===== config.mk =====
export PLATFORM = sky130hd
export DESIGN_NAME = alu_sequencer
export DESIGN_NICKNAME = d
export VERILOG_FILES = /design/src/rtl/alu_seq_pkg.sv /design/src/rtl/alu_sequencer_mul.sv /design/src/rtl/alu_sequencer.sv
export SDC_FILE = /design/constraint.sdc
export NUM_CORES = 1
export LEC_CHECK = 0
export BUFFER_PORTS_ARGS = -buffer_cell sky130_fd_sc_hd__buf_4
export CAP_MARGIN = 5
export CORE_UTILIZATION = 55
export DETAILED_ROUTE_END_ITERATION = 12
export HOLD_SLACK_MARGIN = 0.06
export PLACE_DENSITY_LB_ADDON = 0.08
export REMOVE_ABC_BUFFERS = 1
export SYNTH_ARGS = -nofsm -noshare
export SYNTH_HDL_FRONTEND = slang
export SYNTH_HIERARCHICAL = 1
export SYNTH_SLANG_ARGS = --single-unit
export TNS_END_PERCENT = 5

===== constraint.sdc =====
create_clock -name clk -period 2.9 [get_ports clk]
set_clock_uncertainty 0.05 [all_clocks]
set_input_delay 0.29 -clock clk [delete_from_list [all_inputs] [get_ports clk]]
set_output_delay 0.29 -clock clk [all_outputs]
set_load 0.05 [all_outputs]

===== src/rtl/alu_seq_pkg.sv =====
// alu_seq_pkg: shared operation/state encodings and default operand width for the ALU sequencer
package alu_seq_pkg;
  localparam int DEF_N = 16;
  typedef enum logic [1:0] {OP_ADD, OP_SUB, OP_MUL, OP_CMP} alu_op_e;
  typedef enum logic [1:0] {IDLE, EXEC, MUL, DONE} seq_state_e;
endpackage


===== src/rtl/alu_sequencer_mul.sv =====
// mul_iter: N-step LSB-first shift-add multiplier; start loads a/b, done flags the last step, product is that step's sum
//   clk, rst_n (async active-low), start, a[N], b[N] -> done, product[2N]
import alu_seq_pkg::*;
module mul_iter #(
  parameter int N = DEF_N
) (
  input  logic           clk,
  input  logic           rst_n,
  input  logic           start,
  input  logic [N-1:0]   a,
  input  logic [N-1:0]   b,
  output logic           done,
  output logic [2*N-1:0] product
);
  localparam int CNT_W = $clog2(N) + 1;
  logic [2*N-1:0] acc, mcand;
  logic [N-1:0]   mplier;
  logic [CNT_W-1:0] cnt;
  logic run;
  assign product = acc + (mplier[0] ? mcand : '0);
  assign done = run && cnt == CNT_W'(N - 1);
  always_ff @(posedge clk or negedge rst_n)
    if (!rst_n) begin
      acc <= '0;
      mcand <= '0;
      mplier <= '0;
      cnt <= '0;
      run <= 1'b0;
    end else if (start) begin
      acc <= '0;
      mcand <= {{N{1'b0}}, a};
      mplier <= b;
      cnt <= '0;
      run <= 1'b1;
    end else if (run) begin
      acc <= product;
      mcand <= mcand << 1;
      mplier <= mplier >> 1;
      cnt <= cnt + 1'b1;
      run <= !done;
    end
endmodule


===== src/rtl/alu_sequencer.sv =====
// alu_sequencer: execution-stage controller running ADD/SUB/CMP in one step and MUL via mul_iter, valid/ready on both sides
//   req_valid/req_ready/req_op/req_rs1/req_rs2 in; rsp_valid/rsp_ready/rsp_rd/rsp_co/rsp_eq/rsp_gt/rsp_lt out; busy
import alu_seq_pkg::*;
module alu_sequencer #(
  parameter int N = DEF_N
) (
  input  logic           clk,
  input  logic           rst_n,
  input  logic           req_valid,
  output logic           req_ready,
  input  logic [1:0]     req_op,
  input  logic [N-1:0]   req_rs1,
  input  logic [N-1:0]   req_rs2,
  output logic           rsp_valid,
  input  logic           rsp_ready,
  output logic [2*N-1:0] rsp_rd,
  output logic           rsp_co,
  output logic           rsp_eq,
  output logic           rsp_gt,
  output logic           rsp_lt,
  output logic           busy
);
  seq_state_e state;
  alu_op_e op_q;
  logic [N-1:0] a_q, b_q;
  logic [N:0] sum, diff;
  logic mul_start, mul_done;
  logic [2*N-1:0] product;
  assign req_ready = state == IDLE;
  assign mul_start = req_valid && req_ready && alu_op_e'(req_op) == OP_MUL;
  assign sum = {1'b0, a_q} + {1'b0, b_q};
  // the extra top bit of the widened difference is the borrow, i.e. a_q < b_q
  assign diff = {1'b0, a_q} - {1'b0, b_q};
  mul_iter #(.N(N)) u_mul (
    .clk(clk),
    .rst_n(rst_n),
    .start(mul_start),
    .a(req_rs1),
    .b(req_rs2),
    .done(mul_done),
    .product(product)
  );
  always_ff @(posedge clk or negedge rst_n)
    if (!rst_n) begin
      state <= IDLE;
      op_q <= OP_ADD;
      a_q <= '0;
      b_q <= '0;
      rsp_valid <= 1'b0;
      rsp_rd <= '0;
      rsp_co <= 1'b0;
      rsp_eq <= 1'b0;
      rsp_gt <= 1'b0;
      rsp_lt <= 1'b0;
      busy <= 1'b0;
    end else
      case (state)
        IDLE: if (req_valid) begin
          op_q <= alu_op_e'(req_op);
          a_q <= req_rs1;
          b_q <= req_rs2;
          busy <= 1'b1;
          state <= alu_op_e'(req_op) == OP_MUL ? MUL : EXEC;
        end
        EXEC: begin
          rsp_rd <= op_q == OP_ADD ? {{N{1'b0}}, sum[N-1:0]} : op_q == OP_SUB ? {{N{1'b0}}, diff[N-1:0]} : '0;
          rsp_co <= op_q == OP_ADD ? sum[N] : op_q == OP_SUB && diff[N];
          rsp_eq <= op_q == OP_CMP && a_q == b_q;
          rsp_gt <= op_q == OP_CMP && a_q > b_q;
          rsp_lt <= op_q == OP_CMP && a_q < b_q;
          rsp_valid <= 1'b1;
          state <= DONE;
        end
        MUL: if (mul_done) begin
          rsp_rd <= product;
          rsp_co <= 1'b0;
          rsp_eq <= 1'b0;
          rsp_gt <= 1'b0;
          rsp_lt <= 1'b0;
          rsp_valid <= 1'b1;
          state <= DONE;
        end
        DONE: if (rsp_ready) begin
          rsp_valid <= 1'b0;
          busy <= 1'b0;
          state <= IDLE;
        end
        default: state <= IDLE;
      endcase
endmodule


==> flow_metrics.py <==
metrics = {
    "setup_path": {
        "crit_buf_inv": 2,
        "cpPeakStageDelay_ns": 0.44,
        "worst_setup_path_end_kind": "register",
        "startpoint_type": "register",
        "worstSetupPathType": "reg2reg",
        "crit_arrival_ns": 3.22,
        "cpLargestDelayFamily": "compound AO/OA/AOI/OAI gates",
        "cp_slowest_cell": "dfrtp_1",
        "cp_max_fo": 20,
        "crit_chain": "buf_8 -> and2_1 -> ha_1 -> buf_6 -> nand4_1 -> nor2_1 -> a221o_1 -> o31a_1 -> o41ai_2 -> xnor2_1 -> a22o_1",
        "required_ns": 3.16,
    },
    "finish": {
        "syn2layout_area_growth_pct": 27.0,
        "multiInputGateArea_sq_um": 6530,
        "nFillCells": 1438,
        "num_antenna_cells": 0,
        "drive_above_1_share": 0.250,
        "layout.nets": 1402,
        "layout.area.seq_sq_um": 4010,
    },
    "routing": {
        "dr.pass1.iters": 5,
        "wl_per_cell_microns": 18.0,
        "drc": 0,
        "totalWireLength_mm": 28.1,
        "via_per_inst": 5.76,
        "drt_iter0_drc": 511,
        "vias": 8998,
        "antenna_left": 0,
    },
    "floorplan": {
        "coreArea_sq_um": 18800,
        "die_w_microns": 141,
        "die_y_microns": 141,
        "fp-row-count": 50,
        "ios": 77,
        "initial_utilization": 0.563,
        "die_area_sq_um": 19800,
    },
    "worst_hold_path": {
        "hold_class": "in2reg",
    },
    "placed_design": {
        "gp_congestion": 0.963,
        "post-dp-hpwl_mm": 20.3,
        "portBuffers": 76,
        "place_ws_ns": -0.283,
    },
    "synthesis": {
        "yosysWarnings": 6,
        "yosysUniqueCellTypes": 82,
        "syn_inst": 1113,
        "ys.flop_type": "dfrtp_1",
        "synth_area_sq_um": 10600,
        "synth_edf_count": 0,
        "synth_seq_area_share": 0.378,
        "synth-seq-cells": 160,
        "ys_async_sr_fraction": 1.00,
        "syn_area_per_cell_sq_um": 9.53,
    },
    "grt": {
        "grt_max_degree": 104,
        "grt_first_pass_wirelength_mm": 45.6,
        "grt_pass1_vias": 9016,
        "grt_use_total": 0.292,
        "antenna_found_initial": 0,
        "grt_remaining_overflow": 0,
    },
    "pwr": {
        "power.density_cell_area_nw_per_um2": 351,
        "totalPowerFinal_mw": 4.72,
        "vdd_drop_max_v": 0.000393,
        "leakage_nw": 5.72,
    },
    "clocking": {
        "cts.sinks": 160,
        "clkTransAtPathRegs_ns": 0.07,
        "clockBufferDepth": 2,
        "htreeDepth": 4,
        "clk_latency_ns": 0.43,
        "cts-buffers-inserted": 17,
        "cts-root-buf": "clkbuf_16",
        "cts_tree": "yes",
    },
    "sta": {
        "setup_viol": 6,
        "worst-slew-pin-transition_ns": 0.783,
        "fmax_ghz": 0.338,
        "slew_violations": 0,
        "max_slew_margin": 0.477,
        "layout_worst_path_cycle_share": 1.02,
        "finalSetupTns_ns": -0.239,
        "hold_violations": 0,
        "holdWs_ns": 0.151,
        "finalWorstSetupSlack_ns": -0.0582,
        "period_needed_ns": 2.96,
        "rsz0062_at_grt": "true",
    },
    "job": {
        "drv_cap": 0,
    },
    "status": {
        "violations": "setup timing",
        "outcome": "finished, violations left",
    },
}
stage by stage:
stage / utilization / std cells / cell area [sq um]
after global routing: 0.715 / 1563 / 13500
final: 0.715 / 1563 / 13500
after global placement: 0.641 / 1493 / 12100
after CTS: 0.703 / 1562 / 13200
after floorplan: - / 1048 / 10300
after detailed placement: 0.641 / 1493 / 12100
cell usage after synthesis, drive strengths merged, types with 17 or more instances:
cell type / number / area share
dfrtp: 160 / 0.38
nand2: 99 / 0.035
nor2: 90 / 0.032
mux2i: 76 / 0.072
o21ai: 75 / 0.036
ha: 70 / 0.083
a21oi: 63 / 0.033
inv: 43 / 0.015
mux2: 40 / 0.042
clkbuf: 39 / 0.014
and2: 36 / 0.021
xnor2: 30 / 0.025
a22o: 27 / 0.022
buf: 26 / 0.015
nor2b: 17 / 0.010
report_power, final:
part	internal (mW)	total (mW)	switching, mW
sequential	2.23	2.23	0
combinational	0.0691	0.136	0.0671
clock	1.40	2.35	0.949
state kept, by name, summed over array words and instances (netlist names):
register and flops:
u_mul/mcand 32, state 2, u_mul/cnt 5, rsp_lt 1, rsp_gt 1, busy 1
rsp_co 1, rsp_valid 1, b_q 16, a_q 16, u_mul/mplier 16, u_mul/acc 32
op_q 2, u_mul/run 1, rsp_eq 1, rsp_rd 32
cell type report:
cell class              count  share of cell area
repair buffers            224               0.136
multi-input cells         845               0.485
clock buffers              20              0.0339
inverters                  43              0.0120
clock inverters            11              0.0115
well taps                 260              0.0242
flip-flops and latches    160               0.298
cells by family (layout without fill, tap and decap cells):
kind of cell,after synthesis,in the layout,synth area share
adder cells (fa/ha/maj),73,73,0.0882
AO/OA/AOI/OAI,293,293,0.197
AND/OR/NAND/NOR,319,319,0.143
buffers and inverters,108,298,0.0444
flip-flops,160,160,0.378
XOR/XNOR,44,44,0.0363
multiplexers,116,116,0.114
worst reg2reg max path: stages (launching register included):
cell	delay, ns
dfrtp_1	0.44
buf_8	0.18
and2_1	0.16
ha_1	0.32
buf_6	0.15
nand4_1	0.15
nor2_1	0.09
a221o_1	0.38
o31a_1	0.33
o41ai_2	0.24
xnor2_1	0.14
a22o_1	0.22
cells in the final DEF, fill, tap and decap left out, types with 5 or more instances in the layout:
cell	instances
xnor2_1	29
o21ai_0	58
nand2b_1	12
nand3_1	16
mux2_2	39
a22o_1	27
nand4_1	13
o21a_1	6
a21oi_2	6
xor2_1	13
a221oi_1	6
a21o_1	14
a31oi_1	9
dlygate4sd3_1	35
o21bai_1	5
a21oi_1	54
ha_4	16
ha_1	52
a221o_1	5
and2_1	35
a22oi_1	7
a211oi_1	10
o31ai_1	9
nor2_1	86
mux2i_1	76
o21ai_2	5
clkbuf_16	17
buf_4	182
inv_1	42
dfrtp_1	159
o211ai_1	5
o21ai_1	12
nand2_1	98
nor3_1	11
nor2b_1	17
what timing repair did:
action                                  CTS  global route
endpoints found under the setup margin   30            36
hold endpoints to repair                131             0
hold buffers                             35             0
pin swaps                                 7            11
gates resized for setup                  28            32
cloned                                    0             0
setup buffers                             3             1
routing by layer:
metal	global-route usage	up-vias	wire, microns
li1	-	4357	-
met1	0.374	4419	12700
met2	0.508	183	14000
met3	0.0404	39	740
met4	0.0967	0	599
met5	0	-	0
final timing paths:
path | startpoint | endpoint | slack [ns] | cells after the start
worst max-delay path | u_mul/mplier[0]$_DFFE_PN0P_ | u_mul/acc[30]$_DFFE_PN0P_ | -0.06 | 11
worst min-delay path | req_valid | busy$_DFFE_PN0P_ | 0.15 | 3
worst max register to register | u_mul/mplier[0]$_DFFE_PN0P_ | u_mul/acc[30]$_DFFE_PN0P_ | -0.06 | 11
worst min register to register | rsp_rd[17]$_DFFE_PN0P_ | rsp_rd[17]$_DFFE_PN0P_ | 0.45 | 1
max in group asynchronous | rst_n | b_q[15]$_DFFE_PN0P_ | 1.68 | 3
min in group asynchronous | rst_n | u_mul/cnt[2]$_DFFE_PN0P_ | 0.39 | 2
Power figures use the tool's default switching activity.
